## config.mk

```make
export PLATFORM = sky130hd
export DESIGN_NAME = lcd_frame_sequencer
export DESIGN_NICKNAME = d
export VERILOG_FILES = /design/src/rtl/lcd_frame_sequencer.sv
export SDC_FILE = /design/constraint.sdc
export NUM_CORES = 1
export LEC_CHECK = 0
export ABC_AREA = 0
export BUFFER_PORTS_ARGS = -buffer_cell sky130_fd_sc_hd__buf_2
export CELL_PAD_IN_SITES_DETAIL_PLACEMENT = 1
export CELL_PAD_IN_SITES_GLOBAL_PLACEMENT = 1
export CORE_MARGIN = 5
export CORE_UTILIZATION = 38
export CTS_CLUSTER_DIAMETER = 80
export DETAILED_ROUTE_END_ITERATION = 12
export GPL_TIMING_DRIVEN = 0
export PLACE_DENSITY_LB_ADDON = 0.1
export SETUP_SLACK_MARGIN = 0.05
export SLEW_MARGIN = 20
export SYNTH_ARGS = -nofsm -noshare
export SYNTH_HDL_FRONTEND = slang
export SYNTH_SLANG_ARGS = --single-unit
```

## constraint.sdc

```tcl
create_clock -name clk_16MHz -period 2.3 [get_ports clk_16MHz]
set_clock_uncertainty 0.15 [all_clocks]
set_input_delay 0.345 -clock clk_16MHz [delete_from_list [all_inputs] [get_ports clk_16MHz]]
set_output_delay 0.345 -clock clk_16MHz [all_outputs]
set_load 0.02 [all_outputs]
```

## src/rtl/lcd_frame_sequencer.sv

```systemverilog
// rtl/lcd_frame_sequencer.sv - full-frame RGB565 pixel sequencer for the ILI9341 parallel driver
//
// Purpose: on an accepted start, requests a driver cursor reset and then streams
// WIDTH x HEIGHT generated pixels through the driver's request/busy handshake.
// Each request is held as a level until lcd_busy is seen high.
// Ports:
//   clk_16MHz, reset          clock, synchronous active-high reset
//   start, abort              frame request (IDLE only), frame cancel (level)
//   mode[1:0], color[15:0]    pattern select and base colour, latched on start
//   seq_busy, done            activity flag, one-cycle end-of-frame pulse
//   lcd_busy                  driver busy flag
//   lcd_reset_cursor          cursor-reset request to the driver
//   lcd_pix_clk               pixel-write request to the driver
//   lcd_pix_data[15:0]        pixel value, paired with pix_x/pix_y
//   pix_x[8:0], pix_y[8:0]    coordinates of the value on lcd_pix_data
module lcd_frame_sequencer #(
    parameter int WIDTH  = 240,
    parameter int HEIGHT = 320,
    parameter int BAR_W  = 30
) (
    input  logic        clk_16MHz,
    input  logic        reset,
    input  logic        start,
    input  logic        abort,
    input  logic [1:0]  mode,
    input  logic [15:0] color,
    output logic        seq_busy,
    output logic        done,
    input  logic        lcd_busy,
    output logic        lcd_reset_cursor,
    output logic        lcd_pix_clk,
    output logic [15:0] lcd_pix_data,
    output logic [8:0]  pix_x,
    output logic [8:0]  pix_y
);

    localparam int             BCW      = (BAR_W > 1) ? $clog2(BAR_W) : 1;
    localparam logic [8:0]     X_LAST   = 9'(WIDTH - 1);
    localparam logic [8:0]     Y_LAST   = 9'(HEIGHT - 1);
    localparam logic [BCW-1:0] BAR_LAST = BCW'(BAR_W - 1);

    typedef enum logic [2:0] {IDLE, CUR_REQ, CUR_WAIT, PIX_REQ, PIX_WAIT} state_t;

    state_t         state_q, state_d;
    logic           seq_busy_q, seq_busy_d;
    logic           done_q, done_d;
    logic           rcur_q, rcur_d;
    logic           pclk_q, pclk_d;
    logic [15:0]    data_q, data_d;
    logic [8:0]     x_q, x_d;
    logic [8:0]     y_q, y_d;
    logic [1:0]     mode_q, mode_d;
    logic [15:0]    color_q, color_d;
    logic [2:0]     bar_q, bar_d;
    logic [BCW-1:0] bar_cnt_q, bar_cnt_d;

    logic [8:0]     x_nx, y_nx;
    logic [2:0]     bar_nx;
    logic [BCW-1:0] bar_cnt_nx;

    function automatic logic [15:0] gen_pixel(input logic [1:0]  m,
                                              input logic [15:0] c,
                                              input logic [8:0]  px,
                                              input logic [8:0]  py,
                                              input logic [2:0]  b);
        logic [15:0] bar_color;
        case (b)
            3'd0: bar_color = 16'hFFFF;
            3'd1: bar_color = 16'hFFE0;
            3'd2: bar_color = 16'h07FF;
            3'd3: bar_color = 16'h07E0;
            3'd4: bar_color = 16'hF81F;
            3'd5: bar_color = 16'hF800;
            3'd6: bar_color = 16'h001F;
            3'd7: bar_color = 16'h0000;
        endcase
        case (m)
            2'd0: return c;
            2'd1: return (px[3] ^ py[3]) ? ~c : c;
            2'd2: return bar_color;
            2'd3: return {px[7:3], py[8:3], ~px[7:3]};
        endcase
    endfunction

    always_comb begin
        // Raster advance; the bar index uses a column counter instead of a divider
        // and saturates at 7 so the tail of a wide row stays black.
        if (x_q == X_LAST) begin
            x_nx       = 9'd0;
            y_nx       = y_q + 9'd1;
            bar_nx     = 3'd0;
            bar_cnt_nx = '0;
        end else begin
            x_nx = x_q + 9'd1;
            y_nx = y_q;
            if (bar_cnt_q == BAR_LAST) begin
                bar_cnt_nx = '0;
                bar_nx     = (bar_q == 3'd7) ? 3'd7 : bar_q + 3'd1;
            end else begin
                bar_cnt_nx = bar_cnt_q + BCW'(1);
                bar_nx     = bar_q;
            end
        end

        state_d   = state_q;
        done_d    = 1'b0;
        rcur_d    = rcur_q;
        pclk_d    = pclk_q;
        data_d    = data_q;
        x_d       = x_q;
        y_d       = y_q;
        mode_d    = mode_q;
        color_d   = color_q;
        bar_d     = bar_q;
        bar_cnt_d = bar_cnt_q;

        case (state_q)
            IDLE: begin
                if (start && !abort) begin
                    mode_d    = mode;
                    color_d   = color;
                    x_d       = 9'd0;
                    y_d       = 9'd0;
                    bar_d     = 3'd0;
                    bar_cnt_d = '0;
                    // Load pixel (0,0) now so pix_x/pix_y always describe lcd_pix_data.
                    data_d    = gen_pixel(mode, color, 9'd0, 9'd0, 3'd0);
                    rcur_d    = 1'b1;
                    state_d   = CUR_REQ;
                end
            end
            CUR_REQ: begin
                if (lcd_busy) begin
                    rcur_d  = 1'b0;
                    state_d = CUR_WAIT;
                end
            end
            CUR_WAIT: begin
                if (!lcd_busy) begin
                    pclk_d  = 1'b1;
                    state_d = PIX_REQ;
                end
            end
            PIX_REQ: begin
                if (lcd_busy) begin
                    pclk_d  = 1'b0;
                    state_d = PIX_WAIT;
                end
            end
            PIX_WAIT: begin
                if (!lcd_busy) begin
                    if (x_q == X_LAST && y_q == Y_LAST) begin
                        done_d  = 1'b1;
                        state_d = IDLE;
                    end else begin
                        x_d       = x_nx;
                        y_d       = y_nx;
                        bar_d     = bar_nx;
                        bar_cnt_d = bar_cnt_nx;
                        data_d    = gen_pixel(mode_q, color_q, x_nx, y_nx, bar_nx);
                        pclk_d    = 1'b1;
                        state_d   = PIX_REQ;
                    end
                end
            end
            default: state_d = IDLE;
        endcase

        // Abort wins over everything outside IDLE; a byte already in flight in
        // the driver finishes by itself.
        if (abort && state_q != IDLE) begin
            state_d = IDLE;
            rcur_d  = 1'b0;
            pclk_d  = 1'b0;
            done_d  = 1'b0;
        end

        seq_busy_d = (state_d != IDLE);
    end

    always_ff @(posedge clk_16MHz) begin
        if (reset) begin
            state_q    <= IDLE;
            seq_busy_q <= 1'b0;
            done_q     <= 1'b0;
            rcur_q     <= 1'b0;
            pclk_q     <= 1'b0;
            data_q     <= 16'h0000;
            x_q        <= 9'd0;
            y_q        <= 9'd0;
            mode_q     <= 2'd0;
            color_q    <= 16'h0000;
            bar_q      <= 3'd0;
            bar_cnt_q  <= '0;
        end else begin
            state_q    <= state_d;
            seq_busy_q <= seq_busy_d;
            done_q     <= done_d;
            rcur_q     <= rcur_d;
            pclk_q     <= pclk_d;
            data_q     <= data_d;
            x_q        <= x_d;
            y_q        <= y_d;
            mode_q     <= mode_d;
            color_q    <= color_d;
            bar_q      <= bar_d;
            bar_cnt_q  <= bar_cnt_d;
        end
    end

    assign seq_busy         = seq_busy_q;
    assign done             = done_q;
    assign lcd_reset_cursor = rcur_q;
    assign lcd_pix_clk      = pclk_q;
    assign lcd_pix_data     = data_q;
    assign pix_x            = x_q;
    assign pix_y            = y_q;

endmodule

```

==> summary.md <==
| Metric | Value |
|---|---|
| Startpoint of the most critical hold path | color[13] |
| Post-synth top area share | 30.6% |
| Met1 track demand over resource | a little over a third |
| Sum of routed wire length over all layers | between 15 and 20 mm |
| Setup violations, final | 15 |
| Synth warn | 0 |
| Clock root buffer | clkbuf_16 |
| IR drop worst, VDD | approximately 630 uV |
| Fin. Hold Viols | 0 |
| Nature of the critical path startpoint | register |
| Max cap viols | 0 |
| Maximum fanout along the worst path | 8 |
| Buffer and inverter count on the worst path | 3 |
| HPWL reported at the end of detailed placement | between 10 and 15 mm |
| RSZ-0062 raised after global routing | true |
| Post-synth top flop | dfxtp_1 |
| Cell type of the slowest stage on the worst timing path | dfxtp_4 |
| Largest delay contributor family on the critical path | buffers and inverters |
| First-pass GRT wire length | roughly 29 mm |
| Total gr overflow | 0 |
| Max-slew violation count | 0 |
| Net count reported at finish | 700 |
| Worst R2R Path Depth | 10 |
| GRT Overall Usage | 26.8% |
| Routed WL per cell | around 24 um |
| GRT met3 Usage | under 10% |
| Drt first-iter violations | between 400 and 500 |
| Violations in the final reports | negative setup slack |
| Flops & latches, synth | between 60 and 70 |
| Count of unique library cells instantiated by Yosys | 78 |
| Die outline area | roughly 0.014 mm2 |
| Leak | roughly 2.2 nW |
| Count of input and output buffers | between 50 and 60 |
| Dpl cell area | about 0.0049 mm2 |
| Clock period minus final worst setup slack | around 2400 ps |
| Reg-to-reg slack, setup | -80 ps |
| Largest incremental delay on the critical path | ~380 ps |
| Worst slew margin relative to its limit | between 40% and 50% |
| Area growth, synth to finish | 35.3% |
| Slew at the pin closest to its max-slew limit | 809 ps |
| Min-Delay Path Depth | 3 |
| Post-Synthesis Cell Area | 0.00439 mm2 |
| Result of the run | finished with violations |
| Aggregate negative setup slack | -419 ps |
| Width of the die | ~120 um |
| Worst-skew pair later-pin latency | approximately 350 ps |
| Number of antenna diodes | 0 |
| Multi-input gate area | ~0.0032 mm2 |
| Number of top-level pins | ~60 |
| Worst setup slack after layout | -76.5 ps |
| Grt peak-use layer | met2 |
| Hold-fix buffers, CTS | 0 |
| Sequential area share after synthesis | 30.6% |
| Number of CTS-inserted buffers | 9 |
| Synthesized area per cell | between 7 and 8 um2 |
| Required time of the critical path | around 2400 ps |
| Vias after detailed routing | 5106 |
| CTS Sinks | 67 |
| Number of core rows | 39 |
| Sequential cell area in the final layout | 0.00136 mm2 |
| Number of nets in the synthesized netlist | slightly above 600 |
| CP Capture Type | register |
| Library cell with the largest summed area after synthesis | dfxtp_1 |
| Power density normalized to cell area | around 520 mW/mm2 |
| Core ar. | 0.0114 mm2 |
| Drc violations | 0 |
| Antenna viol nets, final | 0 |
| Largest net degree at the start of global routing | 11 |
| Vias/cell | 6.23 |
| Biggest area contributors in the synthesized netlist | dfxtp_1, a21oi_1, nand2_1 |
| Final cycle utilization of the critical path | 103% |
| Final weighted congestion in routability-driven placement | about 0.93 |
| Class of the tightest hold or removal check | in -> reg |
| Longest Clk Path Bufs | 2 |
| H-tree lvl count | 3 |
| Antenna violations before repair | 0 |
| Post-route cell area | a little under 0.006 mm2 |
| TritonCTS clock tree | yes |
| Number of synthesized flops with an enable pin | 0 |
| Layout cell share with drive strength beyond 1 | about a third |
| Terminating pin of the worst hold path | color_q[13] |
| Worst setup path class | reg -> reg |
| Cell count after synthesis | 580 |
| Worst r2r dst | lcd_pix_data[10] |
| Arrival @ worst endpoint | ~2500 ps |
| Final-layout fill cell count | approximately 1400 |
| Share of flip-flops with an asynchronous set or reset | 0% |
| CTS clk-pin slew, worst paths | ~60 ps |
| Via count of the first global-routing pass | 5148 |
| Worst flop-to-flop path startpoint | pix_x[0] |
| DIE HEIGHT | approximately 120 um |
| Critical-path cell list | ha_4 -> nand4_4 -> buf_12 -> nor4_4 -> buf_4 -> o21ai_4 -> buf_6 -> o2111ai_4 -> o21ai_1 -> o21bai_1 |
| Initial DRT Pass Iterations | 5 |
| Met2 usage in global routing | ~42% |
| Initial core utilization | about two fifths |
| Highest clock frequency the design can meet | around 0.42 GHz |
cell families after synthesis:
kind of cell | count (synthesis) | synth area share, %
AND/OR/NAND/NOR | 227 | 25.8
AO/OA/AOI/OAI | 186 | 27.8
flip-flops | 67 | 30.6
buffers and inverters | 55 | 5.51
XOR/XNOR | 37 | 8.21
adder cells (fa/ha/maj) | 5 | 1.43
multiplexers | 3 | 0.713
metrics by stage:
stage	instances	power, mW	util (%)	setup WS (ps)	hold slack [ps]
5_1_grt	819	3.19	52.2	-133	110
4_1_cts	801	3.05	48.2	25.5	90.2
2_1_floorplan	580	1.54	-	59.6	308
3_3_place_gp	782	1.68	42.8	-604	309
3_5_place_dp	782	1.70	42.8	-594	330
6_report	819	3.09	52.2	-76.5	94.1
tightest hold or removal path, stage by stage:
cell and delay (ps):
buf_2 100, nand2_1 50, a21oi_1 50
sequential cells by signal (all words and copies together) (netlist names):
| signal | cells |
|---|---|
| bar_cnt_q | 5 |
| lcd_pix_data | 16 |
| lcd_pix_clk | 1 |
| pix_x | 9 |
| seq_busy | 1 |
| done | 1 |
| state_q | 3 |
| bar_q | 3 |
| lcd_reset_cursor | 1 |
| mode_q | 2 |
| pix_y | 9 |
| color_q | 16 |
placed cells by master (no fill, tap or decap), types with 7 or more instances in the layout:
cell type / Yosys / layout
nand2_1: 70 / 67
buf_2: 19 / 65
dfxtp_1: 67 / 57
a21oi_1: 65 / 56
nor2_1: 61 / 52
o21ai_0: 32 / 27
buf_4: 1 / 25
xnor2_1: 24 / 23
nand3_1: 17 / 14
nor3_1: 19 / 14
clkbuf_1: 22 / 13
clkbuf_16: 0 / 11
a21oi_2: 0 / 9
xor2_1: 9 / 9
buf_6: 1 / 8
o221ai_1: 9 / 8
dfxtp_2: 0 / 8
inv_1: 7 / 7
nor2_2: 4 / 7
o31ai_1: 8 / 7
o22ai_1: 7 / 7
a31oi_1: 7 / 7
power by group:
group	switching (mW)	internal, mW
clock	0.543	0.809
combinational	0.313	0.167
sequential	0.0438	1.21
total	0.899	2.19
cells in the mapped netlist (all sizes together), types with 8 or more instances:
cell type	number
nand2	70
dfxtp	67
a21oi	66
nor2	65
o21ai	37
xnor2	27
buf	24
clkbuf	22
nor3	21
nand3	17
a211oi	9
o221ai	9
xor2	9
o31ai	8
how the worst max path moves through the flow:
| stage | from | end | slack, ps | depth (start not counted) |
|---|---|---|---|---|
| after floorplan | pix_x[0] | lcd_pix_data[12] | 60 | 9 |
| after global placement | state_q[2] | lcd_pix_data[4] | -600 | 7 |
| after detailed placement | state_q[2] | lcd_pix_data[4] | -590 | 7 |
| after CTS | bar_cnt_q[1] | lcd_pix_data[14] | 30 | 9 |
| after global routing | pix_x[0] | lcd_pix_data[10] | -130 | 10 |
| final | pix_x[0] | lcd_pix_data[10] | -80 | 10 |
layer usage:
metal | part of all wire (%) | up-vias
li1 | - | 2299
met1 | 44 | 2555
met2 | 47 | 215
met3 | 7.0 | 37
met4 | 2.5 | 0
met5 | 0 | -
area by class of cell:
type	instances	area share, %
timing repair buffer	83	9.30
buffer	44	5.23
tap	143	3.02
sequential	67	22.9
inverter	9	0.590
multi-input combinational	458	54.2
clock inverter	2	0.169
clock buffer	13	4.56
timing repair:
item / CTS / global route
gates resized for setup: 74 / 72
cloned: 0 / 2
endpoints found under the setup margin: 64 / 41
pin swaps: 9 / 22
setup buffers: 5 / 17
No activity file was read; power rests on OpenSTA's default activity.
